--- src/rtl/digit_update_sched.sv ---
// MM:SS BCD time counter with one shared digit incrementer stepping one digit per cycle.
// Count and adjust requests are queued in single-entry pending flags and served from IDLE.
module digit_update_sched #(
  parameter int MIN_TENS_MAX = 9
) (
  input  logic       clk,
  input  logic       rst_n,
  input  logic       tick_1hz,
  input  logic       tick_2hz,
  input  logic       count_enable,
  input  logic       sel_minutes,
  input  logic       sel_seconds,
  input  logic       clear,
  output logic [3:0] sec_ones,
  output logic [3:0] sec_tens,
  output logic [3:0] min_ones,
  output logic [3:0] min_tens,
  output logic       busy,
  output logic       overflow,
  output logic       dropped
);

  localparam logic [3:0] MT_MAX = 4'(MIN_TENS_MAX);

  typedef enum logic [2:0] {IDLE, SEC1, SEC10, MIN1, MIN10} state_t;

  state_t state, state_nxt;
  logic   pend_cnt, pend_adj, adj_min, chain_cnt;
  logic   req_cnt, req_adj;
  logic   disp_cnt, disp_adj, ovf_set;

  assign req_cnt = tick_1hz & count_enable;
  assign req_adj = tick_2hz & (sel_minutes | sel_seconds);
  assign busy    = (state != IDLE);

  always_comb begin
    state_nxt = state;
    disp_cnt  = 1'b0;
    disp_adj  = 1'b0;
    ovf_set   = 1'b0;
    case (state)
      IDLE: begin
        if (pend_cnt) begin
          disp_cnt  = 1'b1;
          state_nxt = SEC1;
        end else if (pend_adj) begin
          disp_adj  = 1'b1;
          state_nxt = adj_min ? MIN1 : SEC1;
        end
      end
      SEC1:    state_nxt = (sec_ones == 4'd9) ? SEC10 : IDLE;
      // Seconds-only adjust chain stops here instead of carrying into minutes.
      SEC10:   state_nxt = (sec_tens == 4'd5 && chain_cnt) ? MIN1 : IDLE;
      MIN1:    state_nxt = (min_ones == 4'd9) ? MIN10 : IDLE;
      MIN10: begin
        state_nxt = IDLE;
        ovf_set   = chain_cnt && (min_tens == MT_MAX);
      end
      default: state_nxt = IDLE;
    endcase
  end

  always_ff @(posedge clk) begin
    if (!rst_n || clear) begin
      state     <= IDLE;
      pend_cnt  <= 1'b0;
      pend_adj  <= 1'b0;
      adj_min   <= 1'b0;
      chain_cnt <= 1'b0;
      sec_ones  <= 4'd0;
      sec_tens  <= 4'd0;
      min_ones  <= 4'd0;
      min_tens  <= 4'd0;
      overflow  <= 1'b0;
      dropped   <= 1'b0;
    end else begin
      state    <= state_nxt;
      overflow <= ovf_set;
      if (disp_cnt)
        chain_cnt <= 1'b1;
      else if (disp_adj)
        chain_cnt <= 1'b0;

      // A request landing on a flag that is being dispatched re-arms it without loss.
      pend_cnt <= (pend_cnt & ~disp_cnt) | req_cnt;
      pend_adj <= (pend_adj & ~disp_adj) | req_adj;
      if (req_adj && !(pend_adj && !disp_adj))
        adj_min <= sel_minutes;
      dropped <= (req_cnt & pend_cnt & ~disp_cnt) | (req_adj & pend_adj & ~disp_adj);

      case (state)
        SEC1:    sec_ones <= (sec_ones == 4'd9)   ? 4'd0 : sec_ones + 4'd1;
        SEC10:   sec_tens <= (sec_tens == 4'd5)   ? 4'd0 : sec_tens + 4'd1;
        MIN1:    min_ones <= (min_ones == 4'd9)   ? 4'd0 : min_ones + 4'd1;
        MIN10:   min_tens <= (min_tens == MT_MAX) ? 4'd0 : min_tens + 4'd1;
        default: ;
      endcase
    end
  end

endmodule

--- config.mk ---
export PLATFORM = sky130hd
export DESIGN_NAME = digit_update_sched
export DESIGN_NICKNAME = d
export VERILOG_FILES = /design/src/rtl/digit_update_sched.sv
export SDC_FILE = /design/constraint.sdc
export NUM_CORES = 1
export LEC_CHECK = 0
export ABC_CLOCK_PERIOD_IN_PS = 1800
export CAP_MARGIN = 25
export CELL_PAD_IN_SITES_DETAIL_PLACEMENT = 1
export CELL_PAD_IN_SITES_GLOBAL_PLACEMENT = 2
export CORE_ASPECT_RATIO = 0.6
export CORE_MARGIN = 2
export CORE_UTILIZATION = 29
export DETAILED_ROUTE_END_ITERATION = 12
export HOLD_SLACK_MARGIN = 0.15
export PLACE_DENSITY_LB_ADDON = 0.15
export SLEW_MARGIN = 30
export SYNTH_ARGS = -nofsm -noshare
export SYNTH_HDL_FRONTEND = slang
export SYNTH_SLANG_ARGS = --single-unit
export TNS_END_PERCENT = 10
--- constraint.sdc ---
create_clock -name clk -period 1.8 [get_ports clk]
set_clock_uncertainty 0.15 [all_clocks]
set_input_delay 0.18 -clock clk [delete_from_list [all_inputs] [get_ports clk]]
set_output_delay 0.18 -clock clk [all_outputs]
set_load 0.005 [all_outputs]
==> run metrics, run 1 <==
status finished clean; Max Transition Viols Final 0; layout filler cell count 449; Yosys reg bits 25; WHS 0.3351 ns; most frequent cells in the layout 26 x clkdlybuf4s50_1, 23 x dfxtp_1, 12 x a21oi_1, 10 x nand2_1, 9 x o21ai_0; switching fraction of total power 21.61%; type of origin of the critical path flop; GPL Wtd Cong 0.6729; Clock transition at path regs 0.08 ns; Post-DRT Antenna Nets 0; Hold Path Sink pend_cnt; area growth from synthesis to layout 34.07%; footprint of the multi-input gates 640.6 µm²; min Tclk post-route 1.703 ns; Mean Syn Cell Area 9.095 µm²; Fmax 587.1 MHz; diode count 0; first-pass GRT wire length 4954 µm; row count 17; 1st-iter DRT viols 31; I/O pin count 27; critical path arrival 1.37 ns; Post-Syn Area 1182 µm²; top_reg_cell synth dfxtp_1; GR Util All Layers 14.05%; Rel. slew slack 70.82%; Hold Crit Class in -> reg; synthesized netlist cell count 130; Power Dens Cells 598.8 nW/µm²; TNS Setup 0 ns; Seq/Total Area, Yosys 42.33%; Critical R2R Capture state[1]; hold path depth 3; CP cell instances nor3_4 -> inv_1 -> clkdlybuf4s50_1; register area 505.5 µm²; Die H 53.46 µm; fin util 41.87%; Port Buffers 26; cell depth of the worst flop-to-flop path 4; number of synthesized flops with an enable pin 0; final-stage net count 171; path type of the worst setup path reg -> out; Async SR Flop Fraction 0%; Longest Clk Path Bufs 2; period utilization 94.63%; maximum VDD drop 0.0002459 V; max-cap viol count 0; Final HPWL DP 2291 µm; Required @ worst endpoint 1.47 ns; worst-skew pair later-pin latency 0.27 ns; Largest stage delay, worst path 0.50 ns; Tightest Pin Transition 0.4329 ns; r2r startpoint state[0]; count of endpoints failing setup in the final report 0; CP Max Fanout 5; total number of yosys warnings 0; Die X 86.44 µm; Initial Utilization 31.23%; clock power share 35.4%; Root Buffer clkbuf_8; DRT Pass-1 Iters 4; Mapped Nets 138; core area 3786 µm²; commonest non-fill, non-tap cell in the layout clkdlybuf4s50_1; number of vias per cell 5.096; R2R setup slack 0.16 ns; hold path start count_enable; Top delay family on crit path buffers and inverters; largest net degree at the start of global routing 14; cts hold-fix bufs 0; RSZ-0062 raised after global routing no; number of remaining DRC errors 0; Logic pwr share 5.7%; drt total wl 2960 µm; Pleak 0.5257 nW; vias in the first global route 1,024; Routed wire per std cell 14.16 µm; cts bufs inserted 3; initial antenna violation count 0; share of cells above drive strength 1 12.96%; Synth cell types 40; CTS H-tree depth 1; Die Area 4621 µm²; CP endpoint kind primary output; Slowest cell on crit path clkdlybuf4s50_1; CP bufs+invs 2; Flop pwr share 59.0%; total gr overflow 0; routed via count 1,065; Final Hold Vio Count 0; P_sw 0.2052 mW; P_int 0.7441 mW; Sink Count 25; CTS tree built
-- registers in the layout (all words and copies together), names as in the netlist --
| name | cells |
|---|---|
| adj_min | 1 |
| chain_cnt | 1 |
| dropped | 1 |
| min_ones | 4 |
| min_tens | 4 |
| overflow | 1 |
| pend_adj | 1 |
| pend_cnt | 1 |
| sec_ones | 4 |
| sec_tens | 4 |
| state | 3 |
-- Yosys cell counts, types with 3 or more instances --
cell       n  area [µm²]
dfxtp_1   25       500.5
or3_1      7       43.79
inv_1      6       22.52
a21oi_1   12       60.06
buf_4      3       22.52
nand4b_1   3       26.28
nor2_1     5       18.77
nor2b_1    7       43.79
nand2b_1   3       18.77
a31oi_1    3       18.77
nand2_1   10       37.54
xnor2_1    3       26.28
o21ai_0    9       45.04
-- cell families after synthesis --
family | share of synthesized area [%]
compound gates | 17.04
xor+xnor | 2.964
buf+inv | 4.444
flops | 42.33
simple gates | 33.23
-- per-layer routing --
| layer | vias to the layer above | share of wire [%] | GRT usage [%] |
|---|---|---|---|
| met4 | 0 | 0.47 | 4.688 |
| met5 | - | 0 | 0 |
| met1 | 507 | 54 | 19.85 |
| li1 | 534 | - | - |
| met2 | 22 | 42 | 20.77 |
| met3 | 2 | 3.0 | 3.432 |
-- final cells by class --
class                      count  share of cell area (%)
multi-input combinational     94                   40.41
sequential                    25                   31.89
timing repair buffer          33                   19.73
tap                           47                   3.710
clock buffer                   4                   2.841
inverter                       6                   1.421
-- power groups by stage --
stage / Clock, mW / Sequential, mW / Combinational, mW
2_1_floorplan: 0 / 0.573 / 0.0247
3_3_place_gp: 0 / 0.574 / 0.0527
3_5_place_dp: 0 / 0.574 / 0.0536
4_1_cts: 0.353 / 0.561 / 0.0540
5_1_grt: 0.370 / 0.560 / 0.0603
6_report: 0.336 / 0.560 / 0.0540
-- repair_timing --
action                     4_1_cts  5_1_grt
resized for setup                2        3
cloned                           0        0
setup endpoints to repair        1        1
buffers inserted                 0        0
pin swaps                        0        0
-- metrics by stage --
step | setup slack, ns | instance area (µm²) | std cells | total power [mW]
final | 0.09663 | 1585 | 209 | 0.9493
after global routing | 0.01668 | 1585 | 209 | 0.9908
after CTS | 0.02932 | 1575 | 209 | 0.9678
after detailed placement | 0.1603 | 1524 | 205 | 0.6273
after global placement | 0.2438 | 1524 | 205 | 0.6264
after floorplan | 0.4365 | 1182 | 130 | 0.5972
-- worst max-delay path by stage --
stage	from	end	slack, ns	depth (start not counted)
after floorplan	state[1]	min_ones[2]	0.44	4
after global placement	state[1]	busy	0.24	3
after detailed placement	state[1]	min_ones[2]	0.16	4
after CTS	state[2]	busy	0.03	3
after global routing	state[1]	busy	0.02	3
final	state[0]	busy	0.1	3
-- worst reg2reg max path, cell delays in order, from the launching register on --
cell,delay (ns)
dfxtp_1,0.46
buf_4,0.19
nor4bb_1,0.37
a32oi_1,0.16
a211oi_1,0.23
No activity file was read; power rests on OpenSTA's default activity.
==> run 2: changes to the inputs <==
--- a/config.mk
+++ b/config.mk
@@ -15,7 +15,7 @@
 export DETAILED_ROUTE_END_ITERATION = 12
 export HOLD_SLACK_MARGIN = 0.15
 export PLACE_DENSITY_LB_ADDON = 0.15
-export SLEW_MARGIN = 30
+export SLEW_MARGIN = 20
 export SYNTH_ARGS = -nofsm -noshare
 export SYNTH_HDL_FRONTEND = slang
 export SYNTH_SLANG_ARGS = --single-unit
==> results of run 2 <==
Final layout, timing and power as in run 1 (identical DEF).
